[src/rtl/matriz_varredura.sv]
// LED-matrix driver: debounced switch capture, row frame buffer, time-multiplexed row scan.
// Latency: outputs registered; write/mode/debounce results forwarded into the same-edge output update.
// Backpressure: none; free-running scan, inputs accepted every cycle.
module matriz_varredura #(
  parameter int  N_COLS     = 5,
  parameter int  N_ROWS     = 7,
  parameter int  SCAN_DIV   = 4,
  parameter int  DEB_CYCLES = 3,
  localparam int ROW_W      = (N_ROWS > 1) ? $clog2(N_ROWS) : 1
) (
  input  logic              clk,
  input  logic              rst_n,
  input  logic [N_COLS-1:0] CH,
  input  logic              MODE,
  input  logic              WR,
  input  logic [ROW_W-1:0]  WR_ROW,
  input  logic              CLR,
  output logic [N_COLS-1:0] COL,
  output logic [N_ROWS-1:0] ROW_N
);

  localparam int PRE_W = (SCAN_DIV > 1) ? $clog2(SCAN_DIV) : 1;
  localparam int CNT_W = (DEB_CYCLES > 1) ? $clog2(DEB_CYCLES) : 1;

  localparam logic [PRE_W-1:0] PRE_LAST = PRE_W'(SCAN_DIV - 1);
  localparam logic [ROW_W-1:0] ROW_LAST = ROW_W'(N_ROWS - 1);
  localparam logic [CNT_W-1:0] CNT_LAST = CNT_W'(DEB_CYCLES - 1);

  logic [N_COLS-1:0] ch_m;
  logic [N_COLS-1:0] ch_s;

  logic [CNT_W-1:0]  cnt    [N_COLS];
  logic [CNT_W-1:0]  cnt_nx [N_COLS];
  logic [N_COLS-1:0] deb;
  logic [N_COLS-1:0] deb_nx;

  logic [N_COLS-1:0] pat;
  logic [N_COLS-1:0] pat_nx;

  logic [N_COLS-1:0] frame    [N_ROWS];
  logic [N_COLS-1:0] frame_nx [N_ROWS];

  logic [PRE_W-1:0]  pre;
  logic [PRE_W-1:0]  pre_nx;
  logic [ROW_W-1:0]  r;
  logic [ROW_W-1:0]  r_nx;

  logic [N_COLS-1:0] col_nx;
  logic [N_ROWS-1:0] row_n_nx;

  // Two-flop synchroniser for the raw asynchronous switch inputs.
  always_ff @(posedge clk) begin
    if (!rst_n) begin
      ch_m <= '0;
      ch_s <= '0;
    end else begin
      ch_m <= CH;
      ch_s <= ch_m;
    end
  end

  // Per-channel debounce: count consecutive mismatches, flip the stable bit on the last one.
  always_comb begin
    for (int i = 0; i < N_COLS; i++) begin
      deb_nx[i] = deb[i];
      cnt_nx[i] = '0;
      if (ch_s[i] != deb[i]) begin
        if (cnt[i] == CNT_LAST) begin
          deb_nx[i] = ch_s[i];
        end else begin
          cnt_nx[i] = CNT_W'(cnt[i] + 1'b1);
        end
      end
    end
  end

  // Debounce state registers.
  always_ff @(posedge clk) begin
    if (!rst_n) begin
      deb <= '0;
      for (int i = 0; i < N_COLS; i++) cnt[i] <= '0;
    end else begin
      deb <= deb_nx;
      for (int i = 0; i < N_COLS; i++) cnt[i] <= cnt_nx[i];
    end
  end

  // Column 0 is driven by the highest-numbered switch; the next-state copy feeds DIRECT output.
  always_comb begin
    for (int i = 0; i < N_COLS; i++) begin
      pat[i]    = deb[N_COLS-1-i];
      pat_nx[i] = deb_nx[N_COLS-1-i];
    end
  end

  // Frame-buffer next state: clear wins over write; out-of-range rows match no entry.
  always_comb begin
    for (int k = 0; k < N_ROWS; k++) begin
      frame_nx[k] = frame[k];
      if (CLR) begin
        frame_nx[k] = '0;
      end else if (WR && (int'(WR_ROW) == k)) begin
        frame_nx[k] = pat;
      end
    end
  end

  // Frame-buffer storage.
  always_ff @(posedge clk) begin
    if (!rst_n) begin
      for (int k = 0; k < N_ROWS; k++) frame[k] <= '0;
    end else begin
      for (int k = 0; k < N_ROWS; k++) frame[k] <= frame_nx[k];
    end
  end

  // Scan position next state: prescaler wraps and steps the row index at its last count.
  always_comb begin
    pre_nx = pre + 1'b1;
    r_nx   = r;
    if (pre == PRE_LAST) begin
      pre_nx = '0;
      r_nx   = (r == ROW_LAST) ? '0 : ROW_W'(r + 1'b1);
    end
  end

  // Scan position registers; they keep running in either mode.
  always_ff @(posedge clk) begin
    if (!rst_n) begin
      pre <= '0;
      r   <= '0;
    end else begin
      pre <= pre_nx;
      r   <= r_nx;
    end
  end

  // Output next state built from the post-edge scan position so the visible cycle matches pre.
  // The frame and pattern are forwarded so a same-row write shows on the very next cycle.
  always_comb begin
    col_nx   = '0;
    row_n_nx = '1;
    if (!MODE) begin
      col_nx   = pat_nx;
      row_n_nx = '0;
    end else if (pre_nx != '0) begin
      col_nx   = frame_nx[r_nx];
      row_n_nx = ~(N_ROWS'(1) << r_nx);
    end
  end

  // Registered matrix drive; reset state is the blank pattern.
  always_ff @(posedge clk) begin
    if (!rst_n) begin
      COL   <= '0;
      ROW_N <= '1;
    end else begin
      COL   <= col_nx;
      ROW_N <= row_n_nx;
    end
  end

endmodule

[config.mk]
export PLATFORM = sky130hd
export DESIGN_NAME = matriz_varredura
export DESIGN_NICKNAME = d
export VERILOG_FILES = /design/src/rtl/matriz_varredura.sv
export SDC_FILE = /design/constraint.sdc
export NUM_CORES = 1
export LEC_CHECK = 0
export CORE_MARGIN = 2
export CORE_UTILIZATION = 61
export CTS_CLUSTER_DIAMETER = 80
export DETAILED_ROUTE_END_ITERATION = 6
export GPL_TIMING_DRIVEN = 0
export PLACE_DENSITY = 0.83
export SLEW_MARGIN = 20
export SYNTH_ARGS = -nofsm -noshare
export SYNTH_HDL_FRONTEND = slang
export SYNTH_SLANG_ARGS = --single-unit
export TNS_END_PERCENT = 30
[constraint.sdc]
create_clock -name clk -period 5.4 [get_ports clk]
set_input_delay 0.81 -clock clk [delete_from_list [all_inputs] [get_ports clk]]
set_output_delay 0.81 -clock clk [all_outputs]
set_load 0.02 [all_outputs]
---- After elaboration in Yosys (flattened, before gate mapping) ----
Memory sizes are Yosys's and may differ from the RTL's.
Cells that the tools add are included.
word-level totals
  bits in latches ......................... 0
  bits in read-only memories .............. 0
  input bits .............................. 13
  memories kept ........................... 2
  output and inout port bits .............. 12
  flip-flop bits (word level) ............. 32
  RAM bits ................................ 45
memories
  name   depth  width  rd ports  clocked after memory_dff  write ports  RTL line  text
  frame  7      5      7         0                         7            40        logic [N_COLS-1:0] frame [N_ROWS];
  cnt    5      2      5         0                         5            32        logic [CNT_W-1:0] cnt [N_COLS];
operators by class
  bitwise logic cells ..................... 14
  reductions and logical operators ........ 9
  multiply operators ...................... 0
  magnitude comparators ................... 1
  add/subtract/negate cells ............... 7
  eq/ne operators ......................... 18
  muxes and demuxes ....................... 58
  div/mod/pow operators ................... 0
  shift-type cells ........................ 1
operator list
  cell                 count
  $mux 5               25
  $mux 2               16
  $bmux 5 s3           1
  $eq 3x3->1 const B   5
  $mux 7               2
  $add 2x1->2 const B  6
  $eq 2x2->1 const B   6
  $mux 1               12
  $or 1x1->1           12
  $logic_and 1x1->1    7
  $not 7->7            1
  $shl 1x3->7 const A  1
  $eq 3x2->1 const B   2
  $mux 3               2
  $ne 1x1->1           5
  $ge 4x4->1 const B   1
  $not 3->4            1
  $add 3x1->3 const B  1
  $logic_not 3->1      1
  $reduce_bool 2->1    1

---- Depth between registers and ports, before layout ----
  word-level depth ........................ 9
  depth in mapped cells ................... 7
  mapped depth without buffers ............ 6

---- Worst setup path after synthesis ----
No wires, ideal clock.
  kind .................................... input to register
  start ................................... input WR_ROW[2]
  end ..................................... register COL[2]
  setup slack ............................. 3.027 ns
  setup time .............................. 0.142 ns
  buffers on the path ..................... 2
  stages .................................. 7
  data arrival time ....................... 2.231 ns
  path through ............................ buf_2 nor4bb_1 buf_2 mux2i_1 nor3_1 a2111oi_0 a311oi_2
between the ends
  word-level cells in the longest chain between the ends .. 9
RTL lines
  what                                            RTL line  text
  start, declared                                 16        input logic [ROW_W-1:0] WR_ROW,
  $eq 3x2->1, or another cell as far along        102       end else if (WR && (int'(WR_ROW) == k)) begin
  $logic_and 1x1->1                               102
  $mux 5                                          102
  $mux 5                                          100       if (CLR) begin
  $bmux 5 s3 (*)                                  147       col_nx = frame_nx[r_nx];
  $mux 5 (not written as such) (*) (2 in series)  147
  $mux 5 (*)                                      146       end else if (pre_nx != '0) begin
  $mux 5 (*)                                      143       if (!MODE) begin
  end signal, assigned                            158       COL <= col_nx;
  end, declared                                   18        output logic [N_COLS-1:0] COL,
Mark *: on every way between the ends. The rest lies on a longest branch, timed or not. The select of a mux whose other input is x is not followed.
A chain may end at the register's enable or synchronous reset.

==> results list <==
- Clock share of power: 43.3%
- # H-tree levels: 3
- Total non-filler cell area in the finished layout: about 3600 um^2
- Count of endpoints failing setup in the final report: 0
- Worst-path cell with the longest stage delay: clkdlybuf4s50_1
* Highest attainable clock frequency: 396.8 MHz
- For met3 alone, demand over resource in global routing was approximately 6.7%.
* Standard cell area after detailed placement: between 3000 and 4000 um^2
- At the end of routability-driven placement, the weighted congestion stood at roughly 0.88.
* DR vias/cell: 5.649
- CP Launch Type: input pin
- The floorplan step set the die width to 75.51 um.
* Detailed Place HPWL: roughly 4500 um
- Longest individual stage delay on the worst path: roughly 470 ps
- Number of global-route vias before repair: roughly 2300
* Crit path kind: input pin to register
- Met1 global-route usage: 29.59%
- Global-route total usage across every layer: between 20% and 30%
* Cell with the most instances after synthesis: dfxtp_1
- The tree is rooted in a clkbuf_8.
- The most numerous cell type found on the critical path is clkbuf_1.
- Area contributors post-synth: dfxtp_1, mux2i_1, nor2_1
- Routed length per placed instance: 15.24 um
- Post-route fraction of the period consumed by the critical path: ~47%
* Largest fanout of any net on the critical path: 10
- Slew at the pin with the worst max-slew slack: just under 900 ps
- Placed cell count: ~420
* Areal power density over the cells: around 330 nW/um^2
- The Yosys step of the flow raised 0 warnings.
- Worst relative slew slack: between 40% and 50%
* Type of the most critical hold path: register to register
- Averaged over all synthesized cells, the footprint is between 9 and 10 um^2.
* Clock input transition at the sequential cells of the worst setup and hold paths: 70 ps
- For this block, the via count after detailed routing is approximately 2400.
- In this run the remaining antenna-violating nets after routing total 0.
- Max-cap violation count: 0
* Cts hold-fix bufs: 0
* Crit end category: register
* Final worst path period need: roughly 2500 ps
- IR analysis of the VDD net gives a maximum drop of 0.1992 mV.
- The routed design has 6553 um of wire.
- For the worst-skew pair, the clock arrives at the later sink with an insertion delay of between 300 and 400 ps.
- Measured in cells, the most critical reg-to-reg path has a length of 6.
- Floorplan core area: 5010 um^2
- In the synthesized netlist the async set-or-reset flop fraction comes to 0%.
- Switching share of power: 22.55%
- The number of nets in the synthesized netlist is around 340.
- Antenna diode count: 0
- The initial utilization of the core area, before any placement, comes to between 60% and 70%.
- Entering global routing, the biggest net connects 14 pins.
* Total negative setup slack: 0 ps
- Per report_power, the combinational group accounts for under 10% of the total.
- Remaining global-route overflow: 0
- The floorplan step defined a die boundary enclosing between 5000 and 6000 um^2.
* Buffers inserted during post-CTS setup optimization: 0
* Clock tree from TritonCTS: built
* Critical path's top delay family: buffers and inverters
* Final clock skew: between 6 and 7 ps
* Sink count of the clock tree: between 70 and 80
* Pint: just over 900 uW
- Unique cell type count in the Yosys netlist: between 40 and 50
* Cell count after synthesis: between 300 and 400
* Run status: complete, no violations
* Leading cell types by count after synthesis: dfxtp_1, nor2_1, mux2i_1, nand2_1, clkbuf_1
- After the flow finishes, the layout carries non-filler instances totaling between 400 and 500.
- Sequential share of the synthesized area: 49.42%
- The final number of hold-violating endpoints was 0.
* Pins over their slew limit: 0
- Fraction of final layout cells with drive strength greater than 1: ~8.6%
- EDFF count, synth: 0
* First-pass iteration count of the detailed router: 6
- Number of CTS-inserted buffers: 9
- 25 I/O pins were placed.
* Part of the power in registers: between 40 and 50%
* Chip height: 75.51 um
- Counting both buffers and inverters, the worst setup path holds a total of 4.
* Commonest register cell after synthesis: dfxtp_1
* Leakage power figure: approximately 1.4 nW
* Critical-path cell list: clkdlybuf4s50_1 > clkbuf_1 > inv_1 > nand2_1 > clkbuf_1 > nor2_1
- Worst setup margin: roughly 2900 ps
- At the end of the flow, the number of nets in the layout was 375.
* Area share of the largest cell type after synthesis: between 40 and 50%
- #FFs+latches synth: just under 80
* Most area-hungry cell type in the Yosys netlist: dfxtp_1
- The critical path crosses 6 cells after its start point.
* Post-CTS Resized: 0
- The first global-routing pass estimated between 10000 and 15000 um of wire.
- Prior to clock tree synthesis, the placed netlist has a worst setup slack of roughly 2600 ps.
- Setup repair after global routing left no endpoint under its margin.
- Global routing consumed, on the met2 layer, just over 40% of the routing resources.
- In this run the most used layer during global routing was met2.
- After filler insertion, the fill cell instance count of the layout stands at roughly 390.
* Worst hold path depth: 1
* Arrival time of data at the critical path endpoint: 2740 ps
- The initialized floorplan defines 26 standard-cell rows.
- Net Switching: between 200 and 300 uW
* Iter 0 DRT Violations: about 160
* Combined area of the multi-input logic cells: ~1400 um^2
* Register area: 1541 um^2
- The area growth from synthesis to layout is 16.81%.
- Buffers placed on the I/O ports in this run total 20.
- DRC Markers: 0
- Post-synthesis instance area: around 3100 um^2
* Maximum root-to-sink buffer count: 2
- Critical path required time: 5620 ps
- Antenna violations before repair: 0
* Pwr Total: ~1.2 mW
registers in the layout, indices dropped and copies added (netlist names):
| name | flops |
|---|---|
| COL | 5 |
| ROW_N | 7 |
| ch_m | 5 |
| ch_s | 5 |
| cnt | 10 |
| deb | 5 |
| frame | 35 |
| pre | 2 |
| r | 3 |
worst register-to-register path, stage by stage (launching register included):
cell and delay, ps:
dfxtp_1 330, clkbuf_1 300, nand2b_1 190, a21oi_1 730, o21ai_0 200, a32oi_1 240
o21ai_1 90
logic make-up (layout without fill, tap and decap cells):
| logic type | after synthesis | count (layout) | synth area share (%) |
|---|---|---|---|
| muxes | 40 | 40 | 12.88 |
| buffers and inverters | 34 | 69 | 4.893 |
| AOI/OAI and AO/OA | 48 | 48 | 10.43 |
| adders and majority gates | 6 | 6 | 2.407 |
| and+or+nand+nor | 115 | 115 | 18.57 |
| DFF | 77 | 77 | 49.42 |
| xor gates and xnor gates | 5 | 5 | 1.404 |
final timing paths:
check | endpoint | slack [ps] | startpoint
max | frame[2][4] | 2880 | CLR
min | cnt[0][8] | 410 | cnt[0][8]
max reg2reg | COL[1] | 3200 | r[0]
min reg2reg | cnt[0][8] | 410 | cnt[0][8]
power groups by stage:
stage	Clock (mW)	Sequential [mW]	Combinational [mW]
after floorplan	0	0.601	0.0532
after global placement	0	0.596	0.0883
after detailed placement	0	0.596	0.0903
after CTS	0.521	0.583	0.0913
after global routing	0.542	0.584	0.0991
final	0.515	0.583	0.0919
placed cells by master (no fill, tap or decap), types with 4 or more instances in the layout:
cell type and n:
nor2_1 56, ha_1 6, o21ai_1 4, nand3_1 4
nand2_1 19, o21ai_0 11, and2_1 11, or3_1 5
inv_1 9, nor3_1 4, buf_2 5, dfxtp_1 77
clkbuf_8 9, a21oi_1 7, xnor2_1 5, clkbuf_1 15
clkdlybuf4s50_1 20, mux2i_1 39
layer usage:
| layer | wire, um | vias to the layer above |
|---|---|---|
| met2 | 3211 | 97 |
| met1 | 2685 | 1137 |
| li1 | - | 1182 |
| met4 | 134 | 0 |
| met3 | 522 | 13 |
| met5 | 0 | - |
stage by stage:
step | util, % | hold WS (ps)
after floorplan | - | 391.2
after global placement | 68.01 | 398.7
after detailed placement | 68.01 | 403.8
after CTS | 72.73 | 414.6
after global routing | 72.73 | 431.3
final | 72.73 | 410.5
cell type report:
cell class	instances	area share, %
clock inverter	6	3.091
sequential	77	42.31
timing repair buffer	20	5.495
buffer	24	3.159
tap	70	2.404
multi-input combinational	214	39.11
inverter	10	1.030
clock buffer	9	3.400
No activity file was read; power rests on OpenSTA's default activity.
